==> config.mk <==
export PLATFORM = sky130hd
export DESIGN_NAME = lc3b_mem_arbiter
export DESIGN_NICKNAME = d
export VERILOG_FILES = /design/src/rtl/lc3b_mem_pkg.sv /design/src/rtl/lc3b_mem_lat_counter.sv /design/src/rtl/lc3b_mem_arbiter.sv
export SDC_FILE = /design/constraint.sdc
export NUM_CORES = 1
export LEC_CHECK = 0
export CORE_MARGIN = 5
export CORE_UTILIZATION = 30
export CTS_BUF_LIST = sky130_fd_sc_hd__clkbuf_8
export CTS_CLUSTER_SIZE = 10
export DETAILED_ROUTE_END_ITERATION = 10
export GPL_ROUTABILITY_DRIVEN = 0
export GPL_TIMING_DRIVEN = 0
export PLACE_DENSITY = 0.65
export SLEW_MARGIN = 5
export SYNTH_ARGS = -nofsm -noshare
export SYNTH_HDL_FRONTEND = slang
export SYNTH_SLANG_ARGS = --single-unit
==> constraint.sdc <==
create_clock -name clk -period 3 [get_ports clk]
set_input_delay 0.9 -clock clk [delete_from_list [all_inputs] [get_ports clk]]
set_output_delay 0.9 -clock clk [all_outputs]
set_load 0.005 [all_outputs]
==> src/rtl/lc3b_mem_pkg.sv <==
// Shared types and constants for the LC-3b single-port memory arbiter.
// The controller FSM states, access owner, latency default and the saturating helper live here.
package lc3b_mem_pkg;

  localparam int WORD_W           = 16;
  localparam int MEM_LATENCY_DEF  = 5;
  localparam int MAX_D_STREAK_DEF = 4;

  typedef enum logic [1:0] {
    ST_IDLE = 2'd0,
    ST_BUSY = 2'd1,
    ST_DONE = 2'd2
  } state_e;

  typedef enum logic {
    OWN_INSN = 1'b0,
    OWN_DATA = 1'b1
  } owner_e;

  // Saturating 4-bit increment; never exceeds lim.
  function automatic logic [3:0] sat_inc(input logic [3:0] v, input logic [3:0] lim);
    logic [3:0] r;
    if (v >= lim) begin
      r = lim;
    end else begin
      r = v + 4'd1;
    end
    return r;
  endfunction

endpackage

==> src/rtl/lc3b_mem_lat_counter.sv <==
// Loadable 4-bit down-counter with a zero flag, used to time the memory access window.
// Load wins over decrement, and a decrement at zero holds at zero.
module lc3b_mem_lat_counter
  import lc3b_mem_pkg::*;
(
  input  logic       clk,
  input  logic       rst_n,
  input  logic       load_i,
  input  logic       dec_i,
  input  logic [3:0] load_val_i,
  output logic       zero_o
);

  logic [3:0] cnt_q;
  logic [3:0] cnt_d;

  // Next count: load, decrement, or hold.
  always_comb begin
    cnt_d = cnt_q;
    if (load_i) begin
      cnt_d = load_val_i;
    end else if (dec_i && (cnt_q != 4'd0)) begin
      cnt_d = cnt_q - 4'd1;
    end else begin
      cnt_d = cnt_q;
    end
  end

  // Count register.
  always_ff @(posedge clk or negedge rst_n) begin
    if (!rst_n) begin
      cnt_q <= 4'd0;
    end else begin
      cnt_q <= cnt_d;
    end
  end

  assign zero_o = (cnt_q == 4'd0);

endmodule

==> src/rtl/lc3b_mem_arbiter.sv <==
// Single-port memory arbiter for the LC-3b fetch (read-only) and MEM (read/write) ports.
// Data has priority over instruction fetch, bounded by a consecutive-data-grant streak limit.
module lc3b_mem_arbiter
  import lc3b_mem_pkg::*;
#(
  parameter int MEM_LATENCY  = MEM_LATENCY_DEF,
  parameter int MAX_D_STREAK = MAX_D_STREAK_DEF
) (
  input  logic              clk,
  input  logic              rst_n,
  input  logic              i_req,
  input  logic [WORD_W-1:0] i_addr,
  output logic [WORD_W-1:0] i_rdata,
  output logic              i_r,
  input  logic              d_req,
  input  logic [WORD_W-1:0] d_addr,
  input  logic              d_we_lo,
  input  logic              d_we_hi,
  input  logic [WORD_W-1:0] d_wdata,
  output logic [WORD_W-1:0] d_rdata,
  output logic              d_r,
  output logic              m_en,
  output logic [WORD_W-1:0] m_addr,
  output logic              m_we_lo,
  output logic              m_we_hi,
  output logic [WORD_W-1:0] m_wdata,
  input  logic [WORD_W-1:0] m_rdata
);

  localparam logic [3:0] LAT_LOAD   = 4'(MEM_LATENCY - 1);
  localparam logic [3:0] STREAK_MAX = 4'(MAX_D_STREAK);

  state_e            state_q,   state_d;
  owner_e            owner_q,   owner_d;
  logic [3:0]        streak_q,  streak_d;
  logic              m_en_q,    m_en_d;
  logic [WORD_W-1:0] m_addr_q,  m_addr_d;
  logic              m_we_lo_q, m_we_lo_d;
  logic              m_we_hi_q, m_we_hi_d;
  logic [WORD_W-1:0] m_wdata_q, m_wdata_d;
  logic [WORD_W-1:0] i_rdata_q, i_rdata_d;
  logic [WORD_W-1:0] d_rdata_q, d_rdata_d;
  logic              i_r_q,     i_r_d;
  logic              d_r_q,     d_r_d;

  logic lat_load_s;
  logic lat_dec_s;
  logic lat_zero_s;
  logic grant_data_s;

  lc3b_mem_lat_counter u_lat (
    .clk        (clk),
    .rst_n      (rst_n),
    .load_i     (lat_load_s),
    .dec_i      (lat_dec_s),
    .load_val_i (LAT_LOAD),
    .zero_o     (lat_zero_s)
  );

  // Arbitration, access sequencing and ready/capture decisions.
  always_comb begin
    state_d      = state_q;
    owner_d      = owner_q;
    streak_d     = streak_q;
    m_en_d       = m_en_q;
    m_addr_d     = m_addr_q;
    m_we_lo_d    = m_we_lo_q;
    m_we_hi_d    = m_we_hi_q;
    m_wdata_d    = m_wdata_q;
    i_rdata_d    = i_rdata_q;
    d_rdata_d    = d_rdata_q;
    i_r_d        = 1'b0;
    d_r_d        = 1'b0;
    lat_load_s   = 1'b0;
    lat_dec_s    = 1'b0;
    grant_data_s = d_req && !(i_req && (streak_q == STREAK_MAX));

    case (state_q)
      ST_IDLE: begin
        if (i_req || d_req) begin
          state_d    = ST_BUSY;
          lat_load_s = 1'b1;
          m_en_d     = 1'b1;
          if (grant_data_s) begin
            owner_d   = OWN_DATA;
            m_addr_d  = d_addr;
            m_wdata_d = d_wdata;
            m_we_lo_d = d_we_lo;
            m_we_hi_d = d_we_hi;
            if (i_req) begin
              streak_d = sat_inc(streak_q, STREAK_MAX);
            end else begin
              streak_d = 4'd0;
            end
          end else begin
            owner_d   = OWN_INSN;
            m_addr_d  = i_addr;
            m_wdata_d = 16'h0000;
            m_we_lo_d = 1'b0;
            m_we_hi_d = 1'b0;
            streak_d  = 4'd0;
          end
        end else begin
          state_d = ST_IDLE;
        end
      end

      ST_BUSY: begin
        if (lat_zero_s) begin
          state_d   = ST_DONE;
          m_en_d    = 1'b0;
          m_we_lo_d = 1'b0;
          m_we_hi_d = 1'b0;
          // A requester that withdrew mid-access gets neither a pulse nor new data.
          if (owner_q == OWN_INSN) begin
            if (i_req) begin
              i_r_d     = 1'b1;
              i_rdata_d = m_rdata;
            end else begin
              i_r_d = 1'b0;
            end
          end else begin
            if (d_req) begin
              d_r_d = 1'b1;
              if (!(m_we_lo_q || m_we_hi_q)) begin
                d_rdata_d = m_rdata;
              end else begin
                d_rdata_d = d_rdata_q;
              end
            end else begin
              d_r_d = 1'b0;
            end
          end
        end else begin
          lat_dec_s = 1'b1;
        end
      end

      ST_DONE: begin
        state_d = ST_IDLE;
      end

      default: begin
        state_d = ST_IDLE;
      end
    endcase
  end

  // State and registered outputs.
  always_ff @(posedge clk or negedge rst_n) begin
    if (!rst_n) begin
      state_q   <= ST_IDLE;
      owner_q   <= OWN_INSN;
      streak_q  <= 4'd0;
      m_en_q    <= 1'b0;
      m_addr_q  <= 16'h0000;
      m_we_lo_q <= 1'b0;
      m_we_hi_q <= 1'b0;
      m_wdata_q <= 16'h0000;
      i_rdata_q <= 16'h0000;
      d_rdata_q <= 16'h0000;
      i_r_q     <= 1'b0;
      d_r_q     <= 1'b0;
    end else begin
      state_q   <= state_d;
      owner_q   <= owner_d;
      streak_q  <= streak_d;
      m_en_q    <= m_en_d;
      m_addr_q  <= m_addr_d;
      m_we_lo_q <= m_we_lo_d;
      m_we_hi_q <= m_we_hi_d;
      m_wdata_q <= m_wdata_d;
      i_rdata_q <= i_rdata_d;
      d_rdata_q <= d_rdata_d;
      i_r_q     <= i_r_d;
      d_r_q     <= d_r_d;
    end
  end

  assign m_en    = m_en_q;
  assign m_addr  = m_addr_q;
  assign m_we_lo = m_we_lo_q;
  assign m_we_hi = m_we_hi_q;
  assign m_wdata = m_wdata_q;
  assign i_rdata = i_rdata_q;
  assign d_rdata = d_rdata_q;
  assign i_r     = i_r_q;
  assign d_r     = d_r_q;

endmodule

* Yosys cells after proc, flatten, opt, wreduce, memory -nomap -nowiden
Index checks and enable logic that the tools add are counted.
** Operators by class
- Add/sub/neg operators :: 2
- $lt $le $gt $ge :: 1
- Eq/ne operators :: 4
- Muxes and demuxes :: 32
- Bitwise operators :: 2
- Reduce and logical (&&, ||, !) cells :: 15
** Operators by type and width (count)
- two-way mux 16 bit :: 2
- two-way mux 1 bit :: 20
- two-way mux 4 bit :: 5
- case mux 1 bit (2 select lines) :: 3
- AND reduction 5 bit :: 1
- adder 4 x 1 -> 4 bit (second input constant) :: 1
- == test 4 x 3 -> 1 bit (second input constant) :: 1
- greater-or-equal comparator 4 x 3 -> 1 bit (second input constant) :: 1
- logical NOT 4 bit :: 1
- != test 2 bit (second input constant) :: 2
- case mux 2 bit (2 select lines) :: 1
- AND reduction 4 bit :: 1
- nonzero test 2 bit :: 2
- nonzero test 4 bit :: 1
- subtractor 4 x 1 -> 4 bit (second input constant) :: 1
- logical AND 1 bit :: 3
- AND reduction 3 bit :: 1
- == test 2 x 1 -> 1 bit (second input constant) :: 1
- logical NOT 2 bit :: 1
- logical OR 1 bit :: 2
- two-way mux 2 bit :: 1
- NOT 1 bit :: 2
- AND reduction 2 bit :: 1
- logical NOT 1 bit :: 1
** Storage, ports and cells
- Register bits :: 80
- Input bits :: 70
- Output and inout port bits :: 69

* Logic depth before layout (Yosys ltp)
Gate-level depths: netlist (run 1).
- Depth in word-level cells :: 7
- Mapped depth :: 8

* Cells and area by module
From an unflattened synthesis (run 1), not the netlist that was laid out.
** Unflattened totals
- Cells, all modules :: 268
- Area, all modules :: 3367.0 um2
** By module, submodules not included
- lc3b_mem_arbiter :: instances 1, cells each 241, area each 3096.7 um2, seq. area each 1901.8 um2
- lc3b_mem_lat_counter :: instances 1, cells each 27, area each 270.3 um2, seq. area each 100.1 um2

* Worst setup path before layout (run 1)
Ideal clock, no wire load.
- Kind :: input to register
- Start :: in d_req
- End :: reg d_rdata_q[10] (netlist: d_rdata[10])
- Setup time :: 125 ps
- Arrival :: 2237 ps
- Slack :: 638 ps
- Stages on the path :: 6
- Path buffers :: 3
- Cells stage by stage :: clkbuf_1 nand2_1 or4b_4 buf_6 buf_12 mux2_4
** Between the ends
- Cells in the longest elaborated chain, start to end :: 1
** Ends and longest elaborated chain
- start, declared :: RTL line lc3b_mem_arbiter.sv:15 : input logic d_req,
- AND reduction 5 bit (no line)
- end signal, assigned :: RTL line lc3b_mem_arbiter.sv:174 : d_rdata_q <= d_rdata_d;
- end, declared :: RTL line lc3b_mem_arbiter.sv:42 : logic [WORD_W-1:0] d_rdata_q, d_rdata_d;
Every way passes these cells.
A chain may end at the register's enable or synchronous reset.

* Final worst setup path (run 1)
- Start :: in i_req
- End :: reg state_q[0]
** Between the ends
- Cells in the longest elaborated chain, start to end :: 3
** Ends and longest elaborated chain
- start, declared :: RTL line lc3b_mem_arbiter.sv:11 : input logic i_req,
- logical OR 1 bit :: RTL line lc3b_mem_arbiter.sv:80 : if (i_req || d_req) begin
- two-way mux 1 bit :: RTL line lc3b_mem_arbiter.sv:80
- case mux 2 bit (2 select lines) :: RTL line lc3b_mem_arbiter.sv:78 : case (state_q)
- end signal, assigned :: RTL line lc3b_mem_arbiter.sv:165 : state_q <= state_d;
- end, declared :: RTL line lc3b_mem_arbiter.sv:33 : state_e state_q, state_d;
Every way passes these cells.

==> qor.csv, run 1 <==
stage,metric,value,unit
synth,Yosys cell types,32,
clock_tree,CTS tree,yes,
critical_path,Reg2Reg Depth,6,
power_and_ir_drop,leakage power,0.00221,uW
floorplan,Initial Util,0.306,
clock_tree,clk buf depth,2,
floorplan,row count,39,
critical_path,CP max stage delay,0.53,ns
drt,drt initial violations,158,
critical_path,RR Endpoint,i_rdata[11]$_DFFE_PN0P_,
sta,RSZ-0062 raised after global routing,false,
finish,Antenna diodes,0,
place,Post-DP HPWL,7.65,mm
hold_path,Hold Startpoint,m_en$_DFFE_PN0P_,
floorplan,Chip Width,118,um
clock_tree,PostCTS Resize Cnt,0,
finish,"commonest non-fill, non-tap cell in the layout",clkdlybuf4s50_1,
critical_path,startpoint types,input port,
finish,# nets final,515,
critical_path,required time of the critical path,3.21,ns
global_route,pin count of the biggest net entering global routing,47,
sta,fin crit share,0.896,
global_route,first-pass GRT wire length,17.3,mm
critical_path,CP Max Fanout,10,
clock_tree,CTS H-tree lvls,3,
synth,synthesized net count,366,
clock_tree,"CTS clk-pin slew, worst paths",0.08,ns
finish,Multi-input gate area,0.00134,sq mm
drt,number of remaining DRC errors,0,
finish,filler cell count,1073,
synth,most used flip-flop cell after synthesis,dfrtp_1,
drt,DR vias/cell,5.04,
synth,"Cell Area, Synth",0.00349,sq mm
clock_tree,TritonCTS buffer count,9,
sta,worst-margin pin slew,0.614,ns
clock_tree,"Hold-fix buffers, CTS",0,
synth,"Seq/Total Area, Yosys",0.573,
drt,Post-DRT Antenna Nets,0,
drt,final wirelength,10.4,mm
floorplan,IO Count,139,
sta,Setup WS post-layout,0.311,ns
critical_path,"reg-to-reg slack, setup",0.49,ns
power_and_ir_drop,Peak VDD IR,0.000357,V
drt,average routed wire per standard cell,17.6,um
floorplan,Die H,118,um
synth,warning count from the yosys run,0,
run,max-cap viol count,0,
finish,"commonest cells after routing, fill and taps aside","clkdlybuf4s50_1 (136), dfrtp_1 (80), nand3_1 (36)",
global_route,initial antenna violation count,0,
finish,area grow syn2layout,51.4,%
critical_path,critical path's slowest cell,clkdlybuf4s50_1,
synth,Post-synth EDFFs,0,
clock_tree,clk sinks,80,
drt,via count,2976,
hold_path,hold path endpoint,m_en$_DFFE_PN0P_,
synth,"FFs w/ async S/R, synth",1.00,
sta,FMAX,0.372,GHz
hold_path,Hold WC Path Type,flop to flop,
sta,Max-slew headroom,0.591,
critical_path,CP startpoint,i_req,
finish,Reg area,0.00200,sq mm
critical_path,Critical Setup Path Class,input port to flop,
critical_path,crit-path cells,clkdlybuf4s50_1 -> or2_2 -> clkbuf_1 -> nand2_1 -> clkbuf_1 -> o21ai_0,
finish,fin cells,590,
synth,Syn Inst Count,293,
power_and_ir_drop,Design Power,4590,uW
place,dpl cells,574,
run_status,status,completed,
finish,layout cells sized above 1,0.123,
critical_path,Crit path arrival time,2.89,ns
floorplan,die area,0.0139,sq mm
sta,clk_skew,0.0173,ns
global_route,GR Util All Layers,0.152,
synth,Mapped Avg Cell Area,11.9,sq um
synth,Seq cells post-synth,80,
power_and_ir_drop,pwr/cell area,867,mW/mm^2
critical_path,kind of end point of the critical path,flop,
clock_tree,Skew-Pair Late Insertion Delay,0.36,ns
clock_tree,Root Driver,clkbuf_8,
sta,final setup vio count,0,
floorplan,core box area,0.0114,sq mm
sta,count of pins over their slew limit,0,
critical_path,CP most frequent cell,clkbuf_1,
hold_path,hold path depth,1,
global_route,total gr overflow,0,
drt,Pre-antenna DRT Iters,4,
sta,final hold vios,0,
clock_tree,postcts setup bufs,0,
place,pre-CTS setup slack,-0.0620,ns
global_route,vias in the first global route,3277,
critical_path,Critical R2R Launch,u_lat.cnt_q[0]$_DFFE_PN0P_,
place,port bufs,137,
sta,post-layout min period,2.69,ns
==> synthesized netlist by cell type, drive strengths merged (3+ instances only) <==
cell | instances | area, sq um
a21oi | 3 | 15.0
buf | 3 | 36.3
clkbuf | 24 | 90.1
dfrtp | 80 | 2000
ha | 3 | 37.5
inv | 6 | 22.5
mux2 | 32 | 398
mux2i | 3 | 30.0
nand2 | 4 | 15.0
nand3 | 36 | 180
nand4 | 18 | 113
nor2 | 6 | 22.5
nor3 | 3 | 15.0
o211ai | 16 | 120
o21ai | 22 | 110
o2bb2ai | 16 | 140
==> critical path: cells and delay by family <==
kind	cells	cell delay, ns
buffers and inverters	3	1.17
and+or+nand+nor	2	0.65
AOI/OAI and AO/OA	1	0.17
==> how the worst max path moves through the flow <==
stage	to	cells past startpoint
finish	state_q[0]$_DFFE_PN0P_	6
detailed placement	state_q[0]$_DFFE_PN0P_	6
floorplan	d_rdata[10]$_DFFE_PN0P_	6
global placement	m_wdata[10]$_DFFE_PN0P_	1
CTS	state_q[0]$_DFFE_PN0P_	6
global route	state_q[0]$_DFFE_PN0P_	6
==> state kept, by name (all words and copies together), names as in the netlist <==
signal and cells:
d_r 1, d_rdata 16, i_r 1, i_rdata 16, m_addr 16, m_en 1, m_wdata 16, m_we_hi 1
m_we_lo 1, owner_q 1, state_q 2, streak_q 4, u_lat.cnt_q 4
==> where the power goes <==
group | total (uW) | switching [uW] | internal (uW)
Sequential | 1750 | 247 | 1500
Combinational | 1950 | 792 | 1160
Clock | 892 | 403 | 489
==> logic make-up (layout without fill, tap and decap cells) <==
group	count (synthesis)	in the layout	share of synthesized area
AOI/OAI and AO/OA	63	63	0.126
adders and majority gates	3	3	0.0107
buffers and inverters	33	187	0.0426
DFF	80	80	0.573
muxes	35	35	0.122
and+or+nand+nor	79	79	0.125
==> per-stage QoR <==
| stage | utilization | instance area, sq um | hold slack, ns | setup TNS, ns |
|---|---|---|---|---|
| detailed placement | 0.444 | 5070 | 0.473 | -0.0686 |
| global route | 0.463 | 5290 | 0.514 | 0 |
| floorplan | - | 3490 | 0.457 | 0 |
| global placement | 0.442 | 5040 | 0.462 | -145.96 |
| finish | 0.463 | 5290 | 0.488 | 0 |
| CTS | 0.463 | 5290 | 0.496 | 0 |
==> routing by layer <==
layer | global-route usage | wire (um) | vias up
met5 | 0 | 0 | -
met2 | 0.226 | 4770 | 129
met1 | 0.201 | 4630 | 1457
met3 | 0.0615 | 862 | 7
li1 | - | - | 1383
met4 | 0.0466 | 95 | 0
==> layout make-up <==
| type | instances | area share |
|---|---|---|
| multi-input cells | 180 | 0.254 |
| flip-flops and latches | 80 | 0.379 |
| clock buffers | 10 | 0.0260 |
| plain buffers | 27 | 0.0239 |
| repair buffers | 138 | 0.264 |
| clock inverters | 6 | 0.0156 |
| well taps | 143 | 0.0338 |
| inverters | 6 | 0.00426 |
Power figures use the tool's default switching activity.
==> inputs of run 2 (changes only) <==
Settings changed: ABC_CLOCK_PERIOD_IN_PS from default to 3000, SLEW_MARGIN 5 to default.
==> results of run 2 <==
The final DEF is identical to that of run 1; final timing and power are the same.
==> inputs of run 3 (changes only) <==
Settings changed: CTS_CLUSTER_SIZE 10 to default, TNS_END_PERCENT from default to 50.
==> results of run 3 <==
The final DEF is identical to that of run 1; final timing and power are the same.
